<file path="config.mk">
export PLATFORM = sky130hd
export DESIGN_NAME = pxconv_window_loader
export DESIGN_NICKNAME = d
export VERILOG_FILES = /design/src/rtl/pxconv_window_loader.sv
export SDC_FILE = /design/constraint.sdc
export NUM_CORES = 1
export LEC_CHECK = 0
export CORE_MARGIN = 2
export CORE_UTILIZATION = 55
export CTS_CLUSTER_SIZE = 12
export DETAILED_ROUTE_END_ITERATION = 10
export DONT_BUFFER_PORTS = 1
export GPL_TIMING_DRIVEN = 0
export PLACE_DENSITY = 0.74
export SYNTH_ARGS = -nofsm -noshare
export SYNTH_HDL_FRONTEND = slang
export SYNTH_SLANG_ARGS = --single-unit
</file>
<file path="constraint.sdc">
create_clock -name clk -period 9.04 [get_ports clk]
set_input_delay 1.808 -clock clk [delete_from_list [all_inputs] [get_ports clk]]
set_output_delay 1.808 -clock clk [all_outputs]
set_load 0.01 [all_outputs]
</file>
<file path="src/rtl/pxconv_window_loader.sv">
// pxconv_window_loader
// RGB565 to 8-bit grey window loader. PX_PER_BEAT pixels arrive per AXI beat;
// each lane is converted and written to its own BRAM bank at a shared word
// address. The banks form a circular WND_ROWS-line window. Read requests are
// credit-based: bursts are advertised only when the window has room for them.
//
// Build option: define PXCONV_LUMA_WEIGHTS_EN to use weighted luma
// (77R + 150G + 29B) >> 8 instead of the plain (R + G + B) / 3 average.
//
// Pipeline: S1 captures the beat, S2 converts and registers the bank write.
module pxconv_window_loader #(
   parameter int PX_PER_BEAT  = 2,
   parameter int IMG_W        = 640,
   parameter int IMG_H        = 480,
   parameter int WND_ROWS     = 7,
   parameter int PRIME_BURST  = 128,
   parameter int STEADY_BURST = 16
) (
   input  logic                      clk,
   input  logic                      rst_n,
   input  logic [16*PX_PER_BEAT-1:0] axi_to_pxconv_data,
   input  logic                      axi_to_pxconv_valid,
   input  logic                      axi_rd_start,
   input  logic                      pixel_ack,
   output logic                      pxconv_to_axi_ready_to_rd,
   output logic [11:0]               pxconv_to_axi_mst_length,
   output logic [4*PX_PER_BEAT-1:0]  pxconv_to_bram_we,
   output logic [PX_PER_BEAT-1:0]    pxconv_to_bram_wr_en,
   output logic [32*PX_PER_BEAT-1:0] pxconv_to_bram_data,
   output logic [31:0]               pxconv_to_bram_addr,
   output logic                      wnd_in_bram,
   output logic                      frame_done,
   output logic [2:0]                err_flags
);

   localparam int WND_DEPTH   = WND_ROWS * IMG_W / PX_PER_BEAT;
   localparam int FRAME_BEATS = IMG_W * IMG_H / PX_PER_BEAT;
   localparam int CW          = $clog2(FRAME_BEATS + WND_DEPTH + 1) + 1;

   typedef logic [CW-1:0]        cnt_t;
   typedef logic signed [CW:0]   fill_t;

   localparam cnt_t  C_WND    = cnt_t'(WND_DEPTH);
   localparam cnt_t  C_FRAME  = cnt_t'(FRAME_BEATS);
   localparam cnt_t  C_PRIME  = cnt_t'(PRIME_BURST);
   localparam cnt_t  C_STEADY = cnt_t'(STEADY_BURST);
   localparam fill_t C_WND_F  = fill_t'(WND_DEPTH);

   // stage registers
   logic [16*PX_PER_BEAT-1:0] r_s1_data;
   logic                      r_s1_valid;
   logic [PX_PER_BEAT-1:0]    r_wr_en;
   logic [32*PX_PER_BEAT-1:0] r_data;
   logic [31:0]               r_addr;
   logic                      r_frame_done;
   cnt_t                      r_wr_ptr;
   cnt_t                      r_frame_cnt;

   // credit / flow registers
   cnt_t                      r_out;
   cnt_t                      r_res;
   cnt_t                      r_req;
   logic [11:0]               r_len;
   logic                      r_ready;
   fill_t                     r_fill;
   logic                      r_wnd;
   logic [2:0]                r_err;

   // combinational next values
   logic                      w_rd_acc;
   logic                      w_beat_acc;
   logic                      w_ack_acc;
   cnt_t                      w_len;
   cnt_t                      w_out_nxt;
   cnt_t                      w_res_nxt;
   cnt_t                      w_req_sum;
   cnt_t                      w_req_nxt;
   cnt_t                      w_len_nxt;
   logic                      w_ready_nxt;
   fill_t                     w_fill_nxt;
   logic [32*PX_PER_BEAT-1:0] w_grey_data;

   function automatic logic [7:0] f_grey(input logic [15:0] p);
      logic [7:0]  r8;
      logic [7:0]  g8;
      logic [7:0]  b8;
`ifdef PXCONV_LUMA_WEIGHTS_EN
      logic [15:0] sum;
`else
      logic [9:0]  sum;
`endif
      r8 = {p[15:11], 3'b000};
      g8 = {p[10:5],  2'b00};
      b8 = {p[4:0],   3'b000};
`ifdef PXCONV_LUMA_WEIGHTS_EN
      // max 77*248 + 150*252 + 29*248 = 64088, fits in 16 bits
      sum = 16'd77 * {8'd0, r8} + 16'd150 * {8'd0, g8} + 16'd29 * {8'd0, b8};
      return sum[15:8];
`else
      // max 748 / 3 = 249, fits in 8 bits
      sum = {2'b00, r8} + {2'b00, g8} + {2'b00, b8};
      sum = sum / 10'd3;
      return sum[7:0];
`endif
   endfunction

   // Credit bookkeeping: accepted events and the post-update counter values
   always_comb begin
      w_rd_acc    = axi_rd_start & r_ready;
      w_beat_acc  = axi_to_pxconv_valid & (r_out != '0);
      w_ack_acc   = pixel_ack & (r_res != '0);
      w_len       = cnt_t'(r_len);
      w_out_nxt   = r_out + (w_rd_acc ? w_len : '0) - (w_beat_acc ? cnt_t'(1) : '0);
      w_res_nxt   = r_res + (w_rd_acc ? w_len : '0) - (w_ack_acc ? cnt_t'(1) : '0);
      w_req_sum   = r_req + (w_rd_acc ? w_len : '0);
      w_req_nxt   = (w_req_sum >= C_FRAME) ? (w_req_sum - C_FRAME) : w_req_sum;
      w_len_nxt   = (w_req_nxt < C_WND) ? C_PRIME : C_STEADY;
      w_ready_nxt = ((C_WND - w_res_nxt) >= w_len_nxt) && (w_req_nxt < C_FRAME);
      w_fill_nxt  = r_fill + (r_s1_valid ? fill_t'(1) : fill_t'(0))
                           - (w_ack_acc ? fill_t'(1) : fill_t'(0));
   end

   // Per-lane grey conversion on the S1 beat
   always_comb begin
      w_grey_data = '0;
      for (int k = 0; k < PX_PER_BEAT; k++) begin
         w_grey_data[32*k +: 32] = {24'd0, f_grey(r_s1_data[16*k +: 16])};
      end
   end

   // S1: capture accepted beats; unsolicited beats never enter the pipeline
   always_ff @(posedge clk or negedge rst_n) begin
      if (!rst_n) begin
         r_s1_data  <= '0;
         r_s1_valid <= 1'b0;
      end else begin
         r_s1_valid <= w_beat_acc;
         if (w_beat_acc) begin
            r_s1_data <= axi_to_pxconv_data;
         end
      end
   end

   // S2: bank write, window address and frame position
   always_ff @(posedge clk or negedge rst_n) begin
      if (!rst_n) begin
         r_wr_en      <= '0;
         r_data       <= '0;
         r_addr       <= '0;
         r_frame_done <= 1'b0;
         r_wr_ptr     <= '0;
         r_frame_cnt  <= '0;
      end else begin
         r_wr_en      <= {PX_PER_BEAT{r_s1_valid}};
         r_frame_done <= 1'b0;
         if (r_s1_valid) begin
            r_data <= w_grey_data;
            r_addr <= 32'(r_wr_ptr);
            if (r_frame_cnt == C_FRAME - cnt_t'(1)) begin
               // a new frame restarts the window at word 0
               r_frame_cnt  <= '0;
               r_wr_ptr     <= '0;
               r_frame_done <= 1'b1;
            end else begin
               r_frame_cnt <= r_frame_cnt + cnt_t'(1);
               r_wr_ptr    <= (r_wr_ptr == C_WND - cnt_t'(1)) ? '0 : r_wr_ptr + cnt_t'(1);
            end
         end
      end
   end

   // Credit counters, advertised burst and window occupancy
   always_ff @(posedge clk or negedge rst_n) begin
      if (!rst_n) begin
         r_out   <= '0;
         r_res   <= '0;
         r_req   <= '0;
         r_len   <= 12'(PRIME_BURST);
         r_ready <= 1'b0;
         r_fill  <= '0;
         r_wnd   <= 1'b0;
      end else begin
         r_out   <= w_out_nxt;
         r_res   <= w_res_nxt;
         r_req   <= w_req_nxt;
         r_len   <= 12'(w_len_nxt);
         r_ready <= w_ready_nxt;
         r_fill  <= w_fill_nxt;
         r_wnd   <= (w_fill_nxt >= C_WND_F);
      end
   end

   // Sticky protocol error flags
   always_ff @(posedge clk or negedge rst_n) begin
      if (!rst_n) begin
         r_err <= '0;
      end else begin
         if (axi_to_pxconv_valid && (r_out == '0)) r_err[0] <= 1'b1;
         if (pixel_ack && (r_res == '0))           r_err[1] <= 1'b1;
         if (axi_rd_start && !r_ready)             r_err[2] <= 1'b1;
      end
   end

   assign pxconv_to_axi_ready_to_rd = r_ready;
   assign pxconv_to_axi_mst_length  = r_len;
   assign pxconv_to_bram_we         = '1;
   assign pxconv_to_bram_wr_en      = r_wr_en;
   assign pxconv_to_bram_data       = r_data;
   assign pxconv_to_bram_addr       = r_addr;
   assign wnd_in_bram               = r_wnd;
   assign frame_done                = r_frame_done;
   assign err_flags                 = r_err;

endmodule

</file>
==> results.sh <==
export IMPL_cts_buffers=17
export IMPL_worst_slew_pin_slew_ns=0.895
export IMPL_gr_usage_met3_pct=5.06
export IMPL_drt_first_pass_iters=5
export IMPL_synth_area_leaders="dfrtp_1 37%, ha_1 9.0%, xnor2_1 5.2%"
export IMPL_synth_top_area_share_pct=36.7
export IMPL_intPower_w=0.00289
export IMPL_path_clk_slew_ns=0.08
export IMPL_reg2reg_setup_slack_ns=2.83
export IMPL_power_w=0.00527
export IMPL_dp_hpwl_um=18800
export IMPL_cts_root_buf="clkbuf_16"
export IMPL_htreeDepth=4
export IMPL_antenna_cells=0
export IMPL_critical_path_class="primary input to register"
export IMPL_p_seq_share_pct=25.5
export IMPL_use_met2_pct=37.4
export IMPL_syn_to_final_growth_pct=10.1
export IMPL_irDropWorstVdd_mv=0.256
export IMPL_hp_start="r_frame_cnt[8]"
export IMPL_status="finished, final reports clean"
export IMPL_grt_pass1_wl_um=43400
export IMPL_critPathTopFamily="compound AO/OA/AOI/OAI gates"
export IMPL_rsz0062_at_grt="no"
export IMPL_drive_gt1_share_pct=11.4
export IMPL_path_max_fanout=10
export IMPL_critPathMaxStageDelay_ns=0.43
export IMPL_antenna_found_initial=0
export IMPL_cts_setup_buffers=0
export IMPL_critPathArrivalTime_ns=7.34
export IMPL_synth_ff_type="dfrtp_1"
export IMPL_power_switching_w=0.00239
export IMPL_cts_tree="done"
export IMPL_worst_slew_margin_rel_pct=39.8
export IMPL_via_count=9641
export IMPL_yosysWarningCount=0
export IMPL_cts_max_path_buffers=2
export IMPL_place_gp_congestion=0.916
export IMPL_grt_max_degree=189
export IMPL_max_freq_mhz=143
export IMPL_start_kind="primary input"
export IMPL_multi_input_area_mm2=0.00712
export IMPL_fin_nets=1634
export IMPL_netlist_area_mm2=0.0127
export IMPL_drc=0
export IMPL_syn_inst=1394
export IMPL_synth_enable_flop_cells=0
export IMPL_drtIter0Drc=574
export IMPL_num_io_pins=161
export IMPL_setup_tns_ns=0
export IMPL_min_period_over_period_pct=77.5
export IMPL_syn_area_per_cell_um2=9.13
export IMPL_path_buf_inv=3
export IMPL_fin_skew_ns=0.0167
export IMPL_fin_crit_ns=7.00
export IMPL_utilization_pct=61.7
export IMPL_path_cells="nand3_1 > inv_1 > ha_1 > a41oi_1 > buf_2 > nor2_1 > xnor2_1 > inv_1 > ha_1 > or2_2 > o22a_1 > a21oi_1 > o221ai_2 > mux2_2 > a211oi_1 > nand4_1 > ha_1 > o311ai_0 > nand4b_1 > or4_1 > o41a_1"
export IMPL_clock_sinks=188
export IMPL_met1_usage_pct=27.7
export IMPL_setup_viol=0
export IMPL_post_cts_resized=0
export IMPL_antenna_left=0
export IMPL_wl_um=25500
export IMPL_cpMaxStageDelayCell="or4_1"
export IMPL_rr_worst_depth=21
export IMPL_end_kind="register"
export IMPL_cts_hold_buffers=0
export IMPL_p_sw_share_pct=45.3
export IMPL_wl_per_cell_um=14.3
export IMPL_hold_violations=0
export IMPL_async_flop_share_pct=100
export IMPL_combPwrFrac_pct=59.5
export IMPL_start_util_pct=56.1
export IMPL_leakage_nw=6.79
export IMPL_p_per_area_mw_per_mm2=376
export IMPL_hold_class="register to register"
export IMPL_ys_seq_area_share_pct=37.0
export IMPL_hold_depth=1
export IMPL_r2r_start="pxconv_to_axi_mst_length[7]"
export IMPL_maxCapViolations=0
export IMPL_fp_dieW_um=156
export IMPL_post_synth_top_area_cell="dfrtp_1"
export IMPL_r2r_end="pxconv_to_axi_ready_to_rd"
export IMPL_die_h_um=156
export IMPL_seq_area_mm2=0.00471
export IMPL_grt_pass1_vias=9314
export IMPL_avgViaCountPerCell=5.39
export IMPL_top_usage_layer="met2"
export IMPL_insertion_delay_ns=0.46
export IMPL_clockPowerShare_pct=15.0
export IMPL_die_area_mm2=0.0244
export IMPL_yosys_register_bits=188
export IMPL_min_to="r_frame_cnt[8]"
export IMPL_yosysUniqueCellTypes=97
export IMPL_required_ns=9.37
export IMPL_maxSlewViolCount=0
export IMPL_fill_cells=1916
export IMPL_num_rows=55
export IMPL_io_buffer_count=0
export IMPL_core_area_mm2=0.0227
export IMPL_grt_overflow_total=0
export IMPL_crit_path_frequent_cell="ha_1"
export IMPL_grt_total_usage_pct=21.7
==> cell usage after synthesis (all sizes together), types with 5 or more instances <==
cell type,n
a21o,12
ha,92
o21ai,49
mux2i,5
nand4,14
nand2,159
a41oi,6
o211ai,5
nand3b,6
and2,9
nor3,39
fa,15
inv,119
xnor2,76
nor2b,17
clkbuf,23
a211oi,8
a31oi,15
o21a,8
nand2b,16
o21bai,7
and3,18
nor4,9
a221oi,5
mux2,20
or3,7
xor2,37
buf,93
a2111oi,5
dfrtp,187
nor2,106
a21oi,64
o41ai,5
nand3,40
o31a,6
o22a,5
==> per-layer routing <==
layer	part of all wire, %	vias up
met5	0	-
met4	1.1	0
li1	-	4867
met2	49	173
met3	4.5	28
met1	46	4573
==> worst max-delay path by stage <==
stage	startpoint	to	slack [ns]	cells after the start
floorplan	axi_rd_start	pxconv_to_axi_ready_to_rd	2.55	21
global placement	axi_rd_start	pxconv_to_axi_ready_to_rd	1.66	21
detailed placement	axi_rd_start	pxconv_to_axi_ready_to_rd	1.62	21
CTS	axi_rd_start	pxconv_to_axi_ready_to_rd	2.07	21
global route	axi_rd_start	pxconv_to_axi_ready_to_rd	1.61	21
finish	axi_rd_start	pxconv_to_axi_ready_to_rd	2.04	21
==> sequential cells by signal, summed over array words and instances (netlist names) <==
register                   count
err_flags                      3
frame_done                     1
pxconv_to_axi_mst_length       2
pxconv_to_axi_ready_to_rd      1
pxconv_to_bram_addr           19
pxconv_to_bram_data           16
pxconv_to_bram_wr_en           1
r_fill                        20
r_frame_cnt                   19
r_out                         19
r_req                         15
r_res                         19
r_s1_data                     32
r_s1_valid                     1
r_wr_ptr                      19
wnd_in_bram                    1
==> per-stage QoR <==
step                setup WS, ns  hold WS (ns)  cell area, um^2  cells
floorplan                   2.55         0.436            13000   1471
global placement            1.66         0.454            13400   1756
detailed placement          1.62         0.457            13400   1756
CTS                         2.07         0.470            14000   1788
global route                1.61         0.485            14000   1788
finish                      2.04         0.465            14000   1788
==> placed cells by master (no fill, tap or decap), drive strengths merged, types with 7 or more instances in the layout <==
| master | netlist | routed |
|---|---|---|
| ha | 92 | 92 |
| o21a | 8 | 8 |
| nand2b | 16 | 16 |
| nor3 | 39 | 39 |
| nor2b | 17 | 17 |
| nand2 | 159 | 159 |
| a21oi | 64 | 64 |
| o21ai | 49 | 49 |
| fa | 15 | 15 |
| nand3 | 40 | 40 |
| inv | 119 | 129 |
| nor2 | 106 | 106 |
| nor4 | 9 | 9 |
| and3 | 18 | 18 |
| and2 | 9 | 9 |
| xnor2 | 76 | 76 |
| conb | 2 | 79 |
| clkbuf | 23 | 40 |
| a21o | 12 | 12 |
| nand4 | 14 | 14 |
| mux2 | 20 | 20 |
| buf | 93 | 93 |
| a31oi | 15 | 15 |
| a211oi | 8 | 8 |
| xor2 | 37 | 37 |
| or3 | 7 | 7 |
| o21bai | 7 | 7 |
| dfrtp | 187 | 187 |
==> logic make-up (layout without fill, tap and decap cells) <==
logic type | Yosys count | in the layout | synth area share (%)
compound gates | 256 | 256 | 14.3
xor+xnor | 113 | 113 | 7.83
fa+ha+maj | 107 | 107 | 11.4
buf+inv | 236 | 268 | 9.47
flops | 188 | 188 | 37.0
mux | 26 | 26 | 2.34
other cells | 2 | 79 | 0.0590
simple gates | 466 | 466 | 17.7
==> power by group through the flow <==
stage	registers [W]	logic, W	clock network (W)
finish	0.00134	0.00314	0.000788
global route	0.00138	0.00356	0.000843
CTS	0.00135	0.00313	0.000808
detailed placement	0.00136	0.00309	0
global placement	0.00135	0.00300	0
floorplan	0.00130	0.00256	0
==> layout make-up <==
class	count	share of cell area, %
Buffer	116	5.39
Clock buffer	17	3.04
Clock inverter	15	1.46
Inverter	120	3.21
Multi-Input combinational cell	1047	50.8
Sequential cell	188	33.6
Tap cell	285	2.54
Power figures use the tool's default switching activity.
